## src/rtl/fsm_pattern_gen.sv

```systemverilog
// Moore serial pattern transmitter: shifts a latched WIDTH-bit pattern out MSB first,
// CLK_DIV cycles per bit, with forced-low gaps between repeated frames.
module fsm_pattern_gen #(
  parameter int WIDTH     = 8,
  parameter int CLK_DIV   = 50000000,
  parameter int GAP_TICKS = 2
) (
  input  logic             clk,
  input  logic             rst_a_p,
  input  logic             start,
  input  logic             stop,
  input  logic [WIDTH-1:0] pattern,
  input  logic [3:0]       repeat_cnt,
  output logic             serial_out,
  output logic             busy,
  output logic             done,
  output logic [3:0]       frame_cnt,
  output logic [1:0]       state_o
);

  localparam int BW = (WIDTH > 2) ? $clog2(WIDTH) : 1;
  localparam int PW = (CLK_DIV > 1) ? $clog2(CLK_DIV) : 1;
  localparam int GW = (GAP_TICKS > 1) ? $clog2(GAP_TICKS) : 1;
  localparam logic [BW-1:0] BIT_TOP = BW'(WIDTH - 1);
  localparam logic [PW-1:0] PRE_MAX = PW'(CLK_DIV - 1);
  localparam logic [GW-1:0] GAP_MAX = GW'(GAP_TICKS - 1);

  typedef enum logic [1:0] {IDLE = 2'd0, SHIFT = 2'd1, GAP = 2'd2, DONE = 2'd3} state_t;

  state_t           state_q, state_d;
  logic [WIDTH-1:0] pat_q, pat_d;
  logic [BW-1:0]    bit_q, bit_d;
  logic [PW-1:0]    pre_q, pre_d;
  logic [GW-1:0]    gap_q, gap_d;
  logic [3:0]       rep_q, rep_d;
  logic             cont_q, cont_d;
  logic [3:0]       frame_q, frame_d;
  logic             serial_q, serial_d;
  logic             tick;

  assign tick = (pre_q == PRE_MAX);

  always_comb begin
    state_d  = state_q;
    pat_d    = pat_q;
    bit_d    = bit_q;
    pre_d    = '0;
    gap_d    = gap_q;
    rep_d    = rep_q;
    cont_d   = cont_q;
    frame_d  = frame_q;
    serial_d = 1'b0;
    case (state_q)
      IDLE: begin
        if (start) begin
          pat_d   = pattern;
          rep_d   = repeat_cnt;
          cont_d  = (repeat_cnt == 4'd0);
          bit_d   = BIT_TOP;
          frame_d = 4'd0;
          state_d = SHIFT;
        end
      end
      SHIFT: begin
        pre_d = tick ? '0 : pre_q + PW'(1);
        if (tick) begin
          if (bit_q != '0) begin
            bit_d = bit_q - BW'(1);
          end else begin
            frame_d = frame_q + 4'd1;
            pre_d   = '0;
            // Continuous mode never consumes rep_left.
            if (cont_q || rep_q > 4'd1) begin
              if (!cont_q) rep_d = rep_q - 4'd1;
              gap_d   = '0;
              state_d = GAP;
            end else begin
              state_d = DONE;
            end
          end
        end
      end
      GAP: begin
        pre_d = tick ? '0 : pre_q + PW'(1);
        if (tick) begin
          if (gap_q == GAP_MAX) begin
            gap_d   = '0;
            bit_d   = BIT_TOP;
            pre_d   = '0;
            state_d = SHIFT;
          end else begin
            gap_d = gap_q + GW'(1);
          end
        end
      end
      DONE: state_d = IDLE;
      default: state_d = IDLE;
    endcase
    // Abort dominates everything, including a coincident start.
    if (stop) begin
      state_d = IDLE;
      pre_d   = '0;
      frame_d = frame_q;
    end
    if (state_d == SHIFT) serial_d = pat_d[bit_d];
  end

  always_ff @(posedge clk or posedge rst_a_p) begin
    if (rst_a_p) begin
      state_q  <= IDLE;
      pat_q    <= '0;
      bit_q    <= '0;
      pre_q    <= '0;
      gap_q    <= '0;
      rep_q    <= '0;
      cont_q   <= 1'b0;
      frame_q  <= '0;
      serial_q <= 1'b0;
    end else begin
      state_q  <= state_d;
      pat_q    <= pat_d;
      bit_q    <= bit_d;
      pre_q    <= pre_d;
      gap_q    <= gap_d;
      rep_q    <= rep_d;
      cont_q   <= cont_d;
      frame_q  <= frame_d;
      serial_q <= serial_d;
    end
  end

  assign serial_out = serial_q;
  assign busy       = (state_q != IDLE);
  assign done       = (state_q == DONE);
  assign frame_cnt  = frame_q;
  assign state_o    = state_q;

endmodule

```

## config.mk

```make
export PLATFORM = sky130hd
export DESIGN_NAME = fsm_pattern_gen
export DESIGN_NICKNAME = d
export VERILOG_FILES = /design/src/rtl/fsm_pattern_gen.sv
export SDC_FILE = /design/constraint.sdc
export NUM_CORES = 1
export LEC_CHECK = 0
export ABC_AREA = 1
export CORE_ASPECT_RATIO = 0.75
export CORE_MARGIN = 1.5
export CORE_UTILIZATION = 58
export DETAILED_ROUTE_END_ITERATION = 16
export GPL_TIMING_DRIVEN = 0
export PLACE_DENSITY_LB_ADDON = 0.05
export SLEW_MARGIN = 30
export SYNTH_ARGS = -nofsm -noshare
export SYNTH_HDL_FRONTEND = slang
export SYNTH_SLANG_ARGS = --single-unit
export TNS_END_PERCENT = 1
```

## constraint.sdc

```tcl
create_clock -name clk -period 2.24 [get_ports clk]
set_clock_uncertainty 0.1 [all_clocks]
set_input_delay 0.336 -clock clk [delete_from_list [all_inputs] [get_ports clk]]
set_output_delay 0.336 -clock clk [all_outputs]
set_load 0.05 [all_outputs]
```

## Yosys cells after proc, flatten, opt, wreduce, memory -nomap -nowiden

Index checks and enable logic that the tools add are counted.

| storage, ports and cells | value |
|---|---|
| RAM bits | 0 |
| output and inout bits | 9 |
| word-level logic and storage cells | 81 |
| bits in latches | 0 |
| ROM bits | 0 |
| input bits | 16 |
| bits in registers | 50 |
| memories kept | 0 |

| operators by class | value |
|---|---|
| add/subtract/negate cells | 5 |
| bitwise operators | 1 |
| $lt $le $gt $ge | 2 |
| reductions and logical operators | 11 |
| multiplexer cells | 42 |
| equality and inequality tests | 11 |
| shift operators | 0 |
| divide/modulo/power cells | 0 |
| multipliers | 0 |

Operators by type and width:

| kind | number |
|---|---|
| 2-to-1 mux 26 bit | 6 |
| case mux 26 bit (2 select lines) | 1 |
| 2-to-1 mux 4 bit | 8 |
| adder 26 x 1 -> 26 bit (second input constant) | 1 |
| equality test 26 bit (second input constant) | 1 |
| 2-to-1 mux 8 bit | 2 |
| case mux 4 bit (2 select lines) | 2 |
| 2-to-1 mux 3 bit | 5 |
| 2-to-1 mux 2 bit | 6 |
| inequality test 2 bit (second input constant) | 6 |
| AND reduction 5 bit | 2 |
| case mux 3 bit (3 select lines) | 1 |
| 2-to-1 mux 1 bit | 8 |
| case mux 2 bit (4 select lines) | 1 |
| AND reduction 6 bit | 1 |
| nonzero test 2 bit | 3 |
| adder 4 x 1 -> 4 bit (second input constant) | 1 |
| equality test 2 x 1 -> 1 bit (second input constant) | 2 |
| equality test 2 bit (second input constant) | 2 |
| greater-than comparator 4 x 1 -> 1 bit (second input constant) | 1 |
| logical NOT 4 bit | 1 |
| less-than comparator 3 x 4 -> 1 bit (second input constant) | 1 |
| subtractor 4 x 1 -> 4 bit (second input constant) | 1 |
| binary-select mux 1 bit (select 3 bit) | 1 |
| other kinds (8) | 8 |

## Longest topological paths before layout

Gate-level depths: netlist of the first run.

| logic depth | value |
|---|---|
| word-level depth | 9 |
| gate-level depth with buffers | 16 |
| gate-level depth less buffers | 16 |

## Worst setup path before layout of the first run

OpenSTA, ideal clock, no wires.

| timing path | value |
|---|---|
| kind | register to register |
| start point | register state_q[0], in the netlist state_o[0] |
| end point | register serial_q, in the netlist serial_out |
| path buffers | 0 |
| required time | 2.021 ns |
| cell stages (with the launch flop) | 15 |
| setup time | 0.119 ns |
| setup slack | -0.090 ns |
| period minus slack after synthesis | 2.330 ns |
| arrival | 2.111 ns |
| cell sequence | dfrtp_1 ha_1 inv_1 nand2_1 a21oi_1 nand2_1 inv_1 nand2_4 nand2_2 nand2_1 nand3_1 nand2_1 nand2_1 nand2_1 nor2_1 |

| between the ends | value |
|---|---|
| elaborated cells between the ends (all ways) | 17 |
| classes of those cells | eq/ne (4); mux (12); reduce/logical (1) |

RTL lines:

| item | RTL line | source |
|---|---|---|
| from (decl) | 30 | `state_t state_q, state_d;` |
| from (signal assigned) | 120 | `state_q <= state_d;` |
| equality test 2 bit | -- |  |
| via done | 16 | `output logic done,` |
| case mux 2 bit (4 select lines) | 53 | `case (state_q)` |
| 2-to-1 mux 2 bit | 100 | `if (stop) begin` |
| equality test 2 x 1 -> 1 bit | 105 | `if (state_d == SHIFT) serial_d = pat_d[bit_d];` |
| 2-to-1 mux 1 bit | 105 |  |
| via serial_d | 38 | `logic serial_q, serial_d;` |
| to (signal assigned) | 128 | `serial_q <= serial_d;` |
| to (decl) | 38 |  |

The timed path passes the listed nets, and every way through them passes these cells. The select of a mux whose other input is x is not followed.
A chain may end at the register's enable or synchronous reset.

## Worst setup path after layout of the first run

| timing path | value |
|---|---|
| start point | register pre_q[0] |
| end point | register serial_q, in the netlist serial_out |

| between the ends | value |
|---|---|
| cells in the longest elaborated chain, start to end | 6 |
| elaborated cells between the ends (all ways) | 12 |
| classes of those cells | eq/ne (2); mux (10) |

RTL lines:

| item | RTL line | source |
|---|---|---|
| from (decl) | 33 | `logic [PW-1:0] pre_q, pre_d;` |
| from (signal assigned) | 123 | `pre_q <= pre_d;` |
| equality test 26 bit * | 41 | `assign tick = (pre_q == PRE_MAX);` |
| 2-to-1 mux 3 bit, or another cell as far along | 85 | `if (tick) begin` |
| case mux 3 bit (3 select lines) / case mux 2 bit (4 select lines) (equally long branches) | 53 |  |
| binary-select mux 1 bit (select 3 bit) / 2-to-1 mux 2 bit (equally long branches) | 105, 100 |  |
| 2-to-1 mux 1 bit (implied by the code) / equality test 2 x 1 -> 1 bit (equally long branches) | 105 |  |
| 2-to-1 mux 1 bit * | 105 |  |
| via serial_d | 38 |  |

The timed path passes the listed nets; every way through them passes the cells marked *. The select of a mux whose other input is x is not followed.

==> results of run 1 <==
[report_power, final]
| part | total, uW | switching (uW) | internal, uW |
|---|---|---|---|
| Combinational | 499 | 309 | 191 |
| Sequential | 1040 | 57.8 | 979 |
| Clock | 638 | 304 | 334 |
[cell families (layout without fill, tap and decap cells)]
| kind of cell | Yosys count | after routing |
|---|---|---|
| DFF | 50 | 50 |
| buffers and inverters | 51 | 88 |
| adders and majority gates | 10 | 10 |
| AOI/OAI and AO/OA | 51 | 51 |
| and+or+nand+nor | 203 | 203 |
| xor gates and xnor gates | 13 | 13 |
[per-stage QoR]
| step | setup WS (ps) | area, um2 | util | hold WS, ps | setup TNS (ps) |
|---|---|---|---|---|---|
| after global placement | -526 | 3320 | 0.674 | 351 | -18880 |
| after detailed placement | 77.7 | 3320 | 0.674 | 365 | 0 |
| after CTS | 43.7 | 3430 | 0.697 | 386 | 0 |
| after floorplan | 118 | 3010 | - | 298 | 0 |
| final | 120 | 3500 | 0.710 | 352 | 0 |
| after global routing | -43.7 | 3500 | 0.710 | 397 | -43.7 |
[state kept, by name, summed over array words and instances, names as in the netlist]
register    flops
bit_q           3
rep_q           4
serial_out      1
state_o         2
frame_cnt       4
pre_q          26
gap_q           1
cont_q          1
pat_q           8
[worst max-delay path, cell delays in order, from the launching register on]
cell and delay [ps]:
dfrtp_1 370, ha_2 210, nand2_1 110, nor2_4 140
nand2_1 110, nor2_4 120, nand2_2 90, o21ai_2 160
nand3_1 90, and3_1 200, nor2_1 160, nand2_1 80
nor2_1 110
[path summary, 6_finish.rpt]
| kind | depth (start not counted) | end | slack [ps] |
|---|---|---|---|
| worst min register to register | 2 | pat_q[1] | 380 |
| worst max register to register | 12 | serial_out | 120 |
| min in group clk | 2 | pat_q[1] | 380 |
| max in group asynchronous | 2 | state_o[1] | 1250 |
| worst min-delay path | 2 | pre_q[3] | 350 |
| worst max-delay path | 12 | serial_out | 120 |
[repair_timing]
item | CTS | global route
gates resized for setup | 1 | 17
pin swaps | 0 | 2
hold endpoints to repair | 0 | 0
endpoints found under the setup margin | 1 | 20
setup buffers | 0 | 5
hold buffers | 0 | 0
gates cloned | 0 | 0
[layout by cell type, fill, tap and decap left out, drive strengths merged, types with 17 or more instances in the layout]
master / Yosys / layout
nand2: 98 / 98
dfrtp: 50 / 50
o21ai: 18 / 18
nand3: 28 / 28
a21oi: 17 / 17
nor2: 47 / 47
clkdlybuf4s50: 0 / 22
inv: 45 / 44
[metal layers]
layer,up-vias,global-route usage
met1,1197,0.322
met5,-,0
met2,42,0.371
li1,1315,-
met4,0,0.0685
met3,8,0.0477
[area by class of cell]
| class | count | area, um2 |
|---|---|---|
| clock inverter | 2 | 37.5 |
| sequential | 50 | 1250 |
| fill | 386 | 1430 |
| clock buffer | 6 | 72.6 |
| timing repair buffer | 29 | 275 |
| tap | 60 | 75.1 |
| buffer | 4 | 20.0 |
| multi-input combinational | 277 | 1580 |
| inverter | 47 | 184 |
==> impl_metrics.yaml, run 1 <==
placement:
  io_buffers: 24
  place_inst: 462
  gp_congestion: 0.852
  dpl.hpwl_mm: 4.50
layout:
  nets: 440
  post_route_cells_drive_above_1_share: 0.166
  final_cells: 475
  antennaDiodeCount: 0
  syn2layout_area_growth_pct: 16.6
floorplan:
  dieHeight_um: 65.3
  coreArea_um2: 4930
  start_util: 0.609
  die_area_um2: 5620
  rows: 22
  ios: 25
  die_width_um: 86.1
clock_network:
  clock_tree.buffer_depth: 2
  h-tree-depth: 2
  cts_tree: "yes"
  cts_root_buf: "clkbuf_8"
  insertion_delay_ps: 300
  cts_buffers: 5
  clock-sinks: 50
  clk_pin_slew_worst_paths_ps: 90
global_route:
  grt_usage: 0.233
  grt_max_degree: 51
  antenna_found_initial: 0
  grt_pass1_vias: 2407
  grt_overflow: 0
  grt_pass1_wl_mm: 10.4
pwr:
  ir_drop_mv: 0.455
  power_uw: 2170
  p_leak_uw: 0.00156
  power_density_nw_per_um2: 621
yosys:
  synth_top_family_by_area: "simple AND/OR/NAND/NOR gates"
  yosysMostFrequentCell: "nand2_1"
  yosys.area.top_type: "dfrtp_1"
  synthSimpleGateAreaFrac: 0.336
  ys_warn_count: 0
  synth.distinct_cells: 44
  async_flop_share: 1.00
  synth.top_cells.by_count: "92 x nand2_1, 50 x dfrtp_1, 40 x inv_1, 36 x nor2_1, 22 x nand3_1"
  ys_top_cells_by_area: "dfrtp_1 42%, nand2_1 12%, inv_1 5.0%, nor2_1 4.5%, ha_1 4.2%"
  muxShareOfSynthArea: 0
  syn_nets: 404
  synth_compound_area_frac: 0.102
  synth_xor_area_frac: 0.0379
  synth_top_area_frac: 0.417
  ys_seq_elements: 50
  synthFlopType: "dfrtp_1"
  ys_seq_area_frac: 0.417
  synth_enable_flop_cells: 0
  synthCells: 378
  synth_adder_area_share: 0.0417
  syn_avg_cell_area_um2: 7.94
  syn_area_um2: 3000
hold_path:
  hp-class: "in -> async"
sta:
  tightest_slew_ps: 610
  slew_violations: 0
  finalSetupViolations: 0
  maxSlewHeadroom: 0.593
  hold_viol: 0
  fin_crit_ps: 2120
  grt_setup_unrepaired: "true"
  fmax_mhz: 472
  period_share: 0.946
critical_path:
  crit_fanout: 3
  worstSetupStartpoint: "pre_q[0]"
  crit_path_start_kind: "register"
  endpoint_kind: "register"
  setup.worst_path.class: "reg -> reg"
  r2r_start: "pre_q[0]"
  cp.arrival_ps: 2250
  cp.required_ps: 2370
status:
  status: "finished, final reports clean"
detailed_routing:
  wl_met2_mm: 2.59
  drt_iter0_markers: 134
  wl_met3_um: 206
  via_per_inst: 5.39
  wl_mm: 5.98
  routedWlPerCell_um: 12.6
  wl_met1_mm: 3.11
  vias: 2562
  drc: 0
  dr.pass1.iters: 4
  routed.top_layer: "met4"
  ant_nets: 0
flow_run:
  maxCapViolations: 0
Note: power is estimated with default switching activity, not from simulation.
==> inputs of run 2 (changes only) <==
--- a/config.mk
+++ b/config.mk
@@ -6,10 +6,12 @@
 export NUM_CORES = 1
 export LEC_CHECK = 0
 export ABC_AREA = 1
+export CAP_MARGIN = 20
 export CORE_ASPECT_RATIO = 0.75
 export CORE_MARGIN = 1.5
-export CORE_UTILIZATION = 58
+export CORE_UTILIZATION = 60
 export DETAILED_ROUTE_END_ITERATION = 16
+export DONT_BUFFER_PORTS = 1
 export GPL_TIMING_DRIVEN = 0
 export PLACE_DENSITY_LB_ADDON = 0.05
 export SLEW_MARGIN = 30
==> run 2 against run 1 <==
Effect of this change: critical path depth unchanged; via count decreased by 3.0%; core utilization decreased by 2.5 points; clock power decreased by 13%; die area decreased by 3.2%; first-iteration DRC count increased by 47%; design area decreased by 5.1%; wire length increased by 2.9%; total power decreased by 5.1%; combinational power decreased by 18%; non-clock buffer count decreased by 24; flip-flop and latch count unchanged.
==> impl_metrics.yaml, run 2 (synthesized netlist as in run 1, its figures left out) <==
critical_path:
  worstSetupStartpoint: "state_o[1]"
  crit_chain: "inv_4 -> ha_4 -> inv_2 -> nor4_1 -> o21ai_0 -> nand2_1 -> nand2_1 -> nand2_1 -> nand2_1 -> nor2_1 -> nand2_1 -> nor2_2"
  cpPeakStageDelay_ps: 600
  ff2ff_path_depth: 12
  cp.required_ps: 2380
  worst-r2r-setup-slack_ps: 70
  crit_end: "serial_out"
  cp.arrival_ps: 2320
  r2r_start: "state_o[1]"
  path_common_cell: "nand2_1"
  crit_slowest_cell: "dfrtp_4"
  timing.rr.end: "serial_out"
  crit_path_start_kind: "register"
  endpoint_kind: "register"
  setup.worst_path.class: "reg -> reg"
  crit_fanout: 8
floorplan:
  die_area_um2: 5440
  coreArea_um2: 4840
  dieHeight_um: 64.2
  rows: 22
  ios: 25
  die_width_um: 84.7
  start_util: 0.619
sta:
  fin_crit_ps: 2170
  slew_violations: 0
  tightest_slew_ps: 617
  maxSlewHeadroom: 0.589
  fmax_mhz: 460
  finalSetupViolations: 0
  period_share: 0.970
  hold_viol: 0
  grt_setup_unrepaired: "true"
  tns_ps: 0
pwr:
  p_seq_frac: 0.531
  power_frac_comb: 0.199
  p_sw_frac: 0.331
  p_leak_uw: 0.00145
  power_density_nw_per_um2: 621
  ir_drop_mv: 0.501
  power_frac_clock: 0.270
  p_switching_uw: 683
  intPower_uw: 1380
layout:
  syn2layout_area_growth_pct: 10.7
  design_area_um2: 3320
  seqCellArea_um2: 1260
  final_common_cell: "nand2_1"
  antennaDiodeCount: 0
  post_route_cells_drive_above_1_share: 0.192
  final_core_util: 0.685
  multi_input_area_um2: 1630
  regMostFlops: "pre_q"
  largest_reg_flops: 26
  nets: 416
  reg_top3: "pre_q: 26 flops, pat_q: 8 flops"
  layout_common_cells: "92 x nand2_1, 48 x dfrtp_1, 34 x inv_1, 34 x nor2_1, 21 x nand3_1"
  fillerInstances: 385
clock_network:
  cts_root_buf: "clkbuf_8"
  clock_tree.buffer_depth: 2
  h-tree-depth: 2
  insertion_delay_ps: 310
  cts_buffers: 5
  cts_tree: "yes"
  clock-sinks: 50
  clk_pin_slew_worst_paths_ps: 90
placement:
  gp_congestion: 0.847
  dpl.hpwl_mm: 4.35
  placed_area_um2: 3080
  io_buffers: 0
hold_path:
  hp-class: "in -> reg"
detailed_routing:
  dr.pass1.iters: 4
  routedWlPerCell_um: 13.6
  ant_nets: 0
  vias: 2484
  wl_mm: 6.15
  drt_iter0_markers: 197
  via_per_inst: 5.51
  drc: 0
global_route:
  grt_pass1_wl_mm: 10.5
  grt_max_degree: 51
  grt_pass1_vias: 2251
  grt_overflow: 0
  grt_usage: 0.241
  antenna_found_initial: 0
flow_run:
  maxCapViolations: 0
status:
  status: "finished, final reports clean"
run 2: cell count changes in the layout (fill, tap and decap cells not counted), sizes merged:
| cell | change |
|---|---|
| clkinv | +1 |
| dlygate4sd3 | +2 |
| clkbuf | -1 |
| dlymetal6s2s | -1 |
| buf | -2 |
| bufinv | -1 |
| clkdlybuf4s50 | -22 |
run 2: worst max-delay path: cells and delay by family (launching register included):
| family | cells | cell delay [ps] |
|---|---|---|
| and+or+nand+nor | 8 | 900 |
| AOI/OAI and AO/OA | 1 | 130 |
| DFF | 1 | 600 |
| buffers and inverters | 2 | 200 |
| adders and majority gates | 1 | 170 |
run 2: what timing repair did:
action | in CTS | in global routing
endpoints found under the hold margin | 51 | 0
pin swaps | 0 | 2
setup endpoints to repair | 8 | 30
setup buffers | 0 | 3
hold buffers | 2 | 0
resized for setup | 10 | 21
run 2: worst min path at each step:
stage | startpoint | to | slack [ps] | cells after the start
2_1_floorplan | stop | state_o[1] | 300 | 1
3_3_place_gp | stop | state_o[1] | 300 | 1
3_5_place_dp | rst_a_p | frame_cnt[0] | 240 | 1
4_1_cts | repeat_cnt[0] | cont_q | 7 | 1
5_1_grt | repeat_cnt[0] | cont_q | 10 | 1
6_report | repeat_cnt[0] | cont_q | 10 | 1
run 2: area by class of cell:
type	count	area share
Buffer	4	0.00678
Clock buffer	6	0.0249
Clock inverter	2	0.00377
Multi-Input combinational cell	277	0.492
Sequential cell	50	0.379
Tap cell	60	0.0226
Inverter	47	0.0584
Timing Repair Buffer	5	0.0128
run 2: power by group through the flow:
stage / Combinational, uW / Clock [uW] / Sequential (uW)
floorplan: 307 / 0 / 1090
global placement: 364 / 0 / 1100
detailed placement: 371 / 0 / 1110
CTS: 386 / 570 / 1090
global route: 476 / 600 / 1110
finish: 410 / 557 / 1100
run 2: metal layers:
layer,vias up,track usage,share of wire
li1,1271,-,-
met1,1166,0.369,0.53
met2,41,0.338,0.42
met3,6,0.0517,0.038
met4,0,0.0786,0.010
met5,-,0,0
run 2: per-stage QoR:
stage / setup WS, ps / std cells / hold slack [ps] / power, uW
2_1_floorplan: 118 / 378 / 298 / 1400
3_5_place_dp: -127 / 438 / 236 / 1480
4_1_cts: 10.4 / 448 / 7.24 / 2040
6_report: 66.7 / 451 / 9.77 / 2060
3_3_place_gp: -111 / 438 / 301 / 1470
5_1_grt: -80.7 / 451 / 9.99 / 2180
==> inputs of run 3 (changes only) <==
--- a/config.mk
+++ b/config.mk
@@ -7,7 +7,7 @@
 export LEC_CHECK = 0
 export ABC_AREA = 1
 export CAP_MARGIN = 20
-export CORE_ASPECT_RATIO = 0.75
+export CORE_ASPECT_RATIO = 0.7
 export CORE_MARGIN = 1.5
 export CORE_UTILIZATION = 60
 export DETAILED_ROUTE_END_ITERATION = 16
==> run 3 against run 2 <==
Effect of this change: sequential share of layout area down 0.94 points; via count shrank 0.36%; die area barely moved; highest routed layer unchanged.
==> impl_metrics.yaml, run 3 (synthesized netlist as in run 1, its figures left out) <==
layout:
  nets: 421
  largest_reg_flops: 26
  final_core_util: 0.709
  post_route_cells_drive_above_1_share: 0.205
  antennaDiodeCount: 0
  regMostFlops: "pre_q"
  final_common_cell: "nand2_1"
  reg_top3: "pre_q: 26 flops, pat_q: 8 flops"
  layout_common_cells: "90 x nand2_1, 47 x dfrtp_1, 35 x inv_1"
  syn2layout_area_growth_pct: 13.6
  design_area_um2: 3410
critical_path:
  endpoint_kind: "register"
  crit_end: "serial_out"
  worstSetupPathDepth: 14
  cp.required_ps: 2380
  worst-r2r-setup-slack_ps: 20
  cpPeakStageDelay_ps: 590
  timing.rr.end: "serial_out"
  cp.arrival_ps: 2350
  crit_slowest_cell: "dfrtp_4"
  path_common_cell: "nand2_1"
  r2r_start: "state_o[0]"
  ff2ff_path_depth: 14
  crit_path_start_kind: "register"
  setup.worst_path.class: "reg -> reg"
  cp_top_family: "simple AND/OR/NAND/NOR gates"
  crit_buf_inv: 2
  crit_chain: "inv_4 -> ha_4 -> or2_2 -> a21oi_2 -> nand2_1 -> inv_1 -> nand2_4 -> nand2_4 -> nand2_1 -> nand3_1 -> nand2_1 -> nand2_1 -> nand2_1 -> nor2_1"
  worstSetupStartpoint: "state_o[0]"
  crit_fanout: 6
clock_network:
  h-tree-depth: 2
  clock-sinks: 50
  clk_pin_slew_worst_paths_ps: 90
  cts_root_buf: "clkbuf_8"
  cts_buffers: 5
  clock_tree.buffer_depth: 2
  cts_tree: "yes"
  insertion_delay_ps: 310
pwr:
  power_uw: 2160
  p_leak_uw: 0.00148
  p_switching_uw: 685
  power_frac_comb: 0.196
  power_density_nw_per_um2: 634
  ir_drop_mv: 0.504
  intPower_uw: 1480
  p_sw_frac: 0.317
  p_seq_frac: 0.508
  power_frac_clock: 0.295
detailed_routing:
  routedWlPerCell_um: 13.5
  dr.pass1.iters: 4
  vias: 2475
  via_per_inst: 5.32
  drt_iter0_markers: 154
  ant_nets: 0
  drc: 0
  wl_mm: 6.30
floorplan:
  die_width_um: 87.5
  die_area_um2: 5440
  start_util: 0.624
  rows: 21
  coreArea_um2: 4810
  ios: 25
  dieHeight_um: 62.2
sta:
  finalSetupViolations: 0
  fin_crit_ps: 2220
  slew_violations: 0
  tns_ps: 0
  period_share: 0.990
  tightest_slew_ps: 606
  grt_setup_unrepaired: "true"
  hold_viol: 0
  maxSlewHeadroom: 0.596
  fmax_mhz: 451
  whs_ps: 35.2
hold_path:
  holdPathStages: 1
  hp-class: "in -> reg"
flow_run:
  maxCapViolations: 0
global_route:
  grt_max_degree: 51
  grt_pass1_vias: 2329
  grt_usage: 0.244
  grt_overflow: 0
  antenna_found_initial: 0
  grt_pass1_wl_mm: 10.4
placement:
  dpl.hpwl_mm: 4.51
  gp_congestion: 0.828
  placed_area_um2: 3090
  io_buffers: 0
status:
  status: "finished, final reports clean"
run 3: cell count changes in the layout (fill, tap and decap cells not counted), sizes merged:
cell / change
buf: +4
bufinv: +1
clkbuf: +2
clkinv: -1
inv: -1
run 3: power by group through the flow:
| stage | registers (uW) | logic, uW | clock network (uW) |
|---|---|---|---|
| 2_1_floorplan | 1090 | 307 | 0 |
| 3_3_place_gp | 1100 | 364 | 0 |
| 3_5_place_dp | 1110 | 374 | 0 |
| 4_1_cts | 1090 | 388 | 655 |
| 5_1_grt | 1110 | 487 | 699 |
| 6_report | 1100 | 424 | 638 |
run 3: metrics by stage:
stage / setup WS [ps] / cells
after global routing: -58.4 / 465
after global placement: -130 / 447
final: 21.7 / 465
after detailed placement: -98.2 / 447
after CTS: 12.5 / 457
after floorplan: 118 / 378
run 3: repair_timing:
| action | in CTS | in global routing |
|---|---|---|
| resized for setup | 10 | 25 |
| buffers inserted | 0 | 8 |
| endpoints found under the hold margin | 51 | 0 |
| endpoints found under the setup margin | 9 | 30 |
| hold buffers | 2 | 0 |
| pin swaps | 0 | 7 |
run 3: worst min-delay path by stage:
stage / start / end / slack, ps
finish: repeat_cnt[0] / cont_q / 40
global route: repeat_cnt[0] / cont_q / 30
CTS: repeat_cnt[0] / cont_q / 30
detailed placement: rst_a_p / pre_q[7] / 230
global placement: stop / state_o[1] / 300
floorplan: stop / state_o[1] / 300
run 3: cell type report:
| class | count | area [um2] |
|---|---|---|
| multi-input cells | 277 | 1660 |
| fillers | 387 | 1400 |
| flip-flops and latches | 50 | 1260 |
| inverters | 47 | 195 |
| well taps | 69 | 86.3 |
| repair buffers | 10 | 80.1 |
| clock buffers | 7 | 76.3 |
| clock inverters | 1 | 30.0 |
| plain buffers | 4 | 22.5 |
run 3: routing by layer:
layer / global-route usage / up-vias / wire length, um
met5: 0 / - / 0
met4: 0.0595 / 0 / 60
met3: 0.0479 / 6 / 242
met2: 0.358 / 51 / 2760
met1: 0.369 / 1144 / 3230
li1: - / 1274 / -
run 3: worst reg2reg max path, stage by stage, from the launching register on:
cell and delay (ps):
dfrtp_4 590, inv_4 90, ha_4 200, or2_2 340
a21oi_2 130, nand2_1 60, inv_1 90, nand2_4 80
nand2_4 80, nand2_1 60, nand3_1 60, nand2_1 70
nand2_1 60, nand2_1 50, nor2_1 90
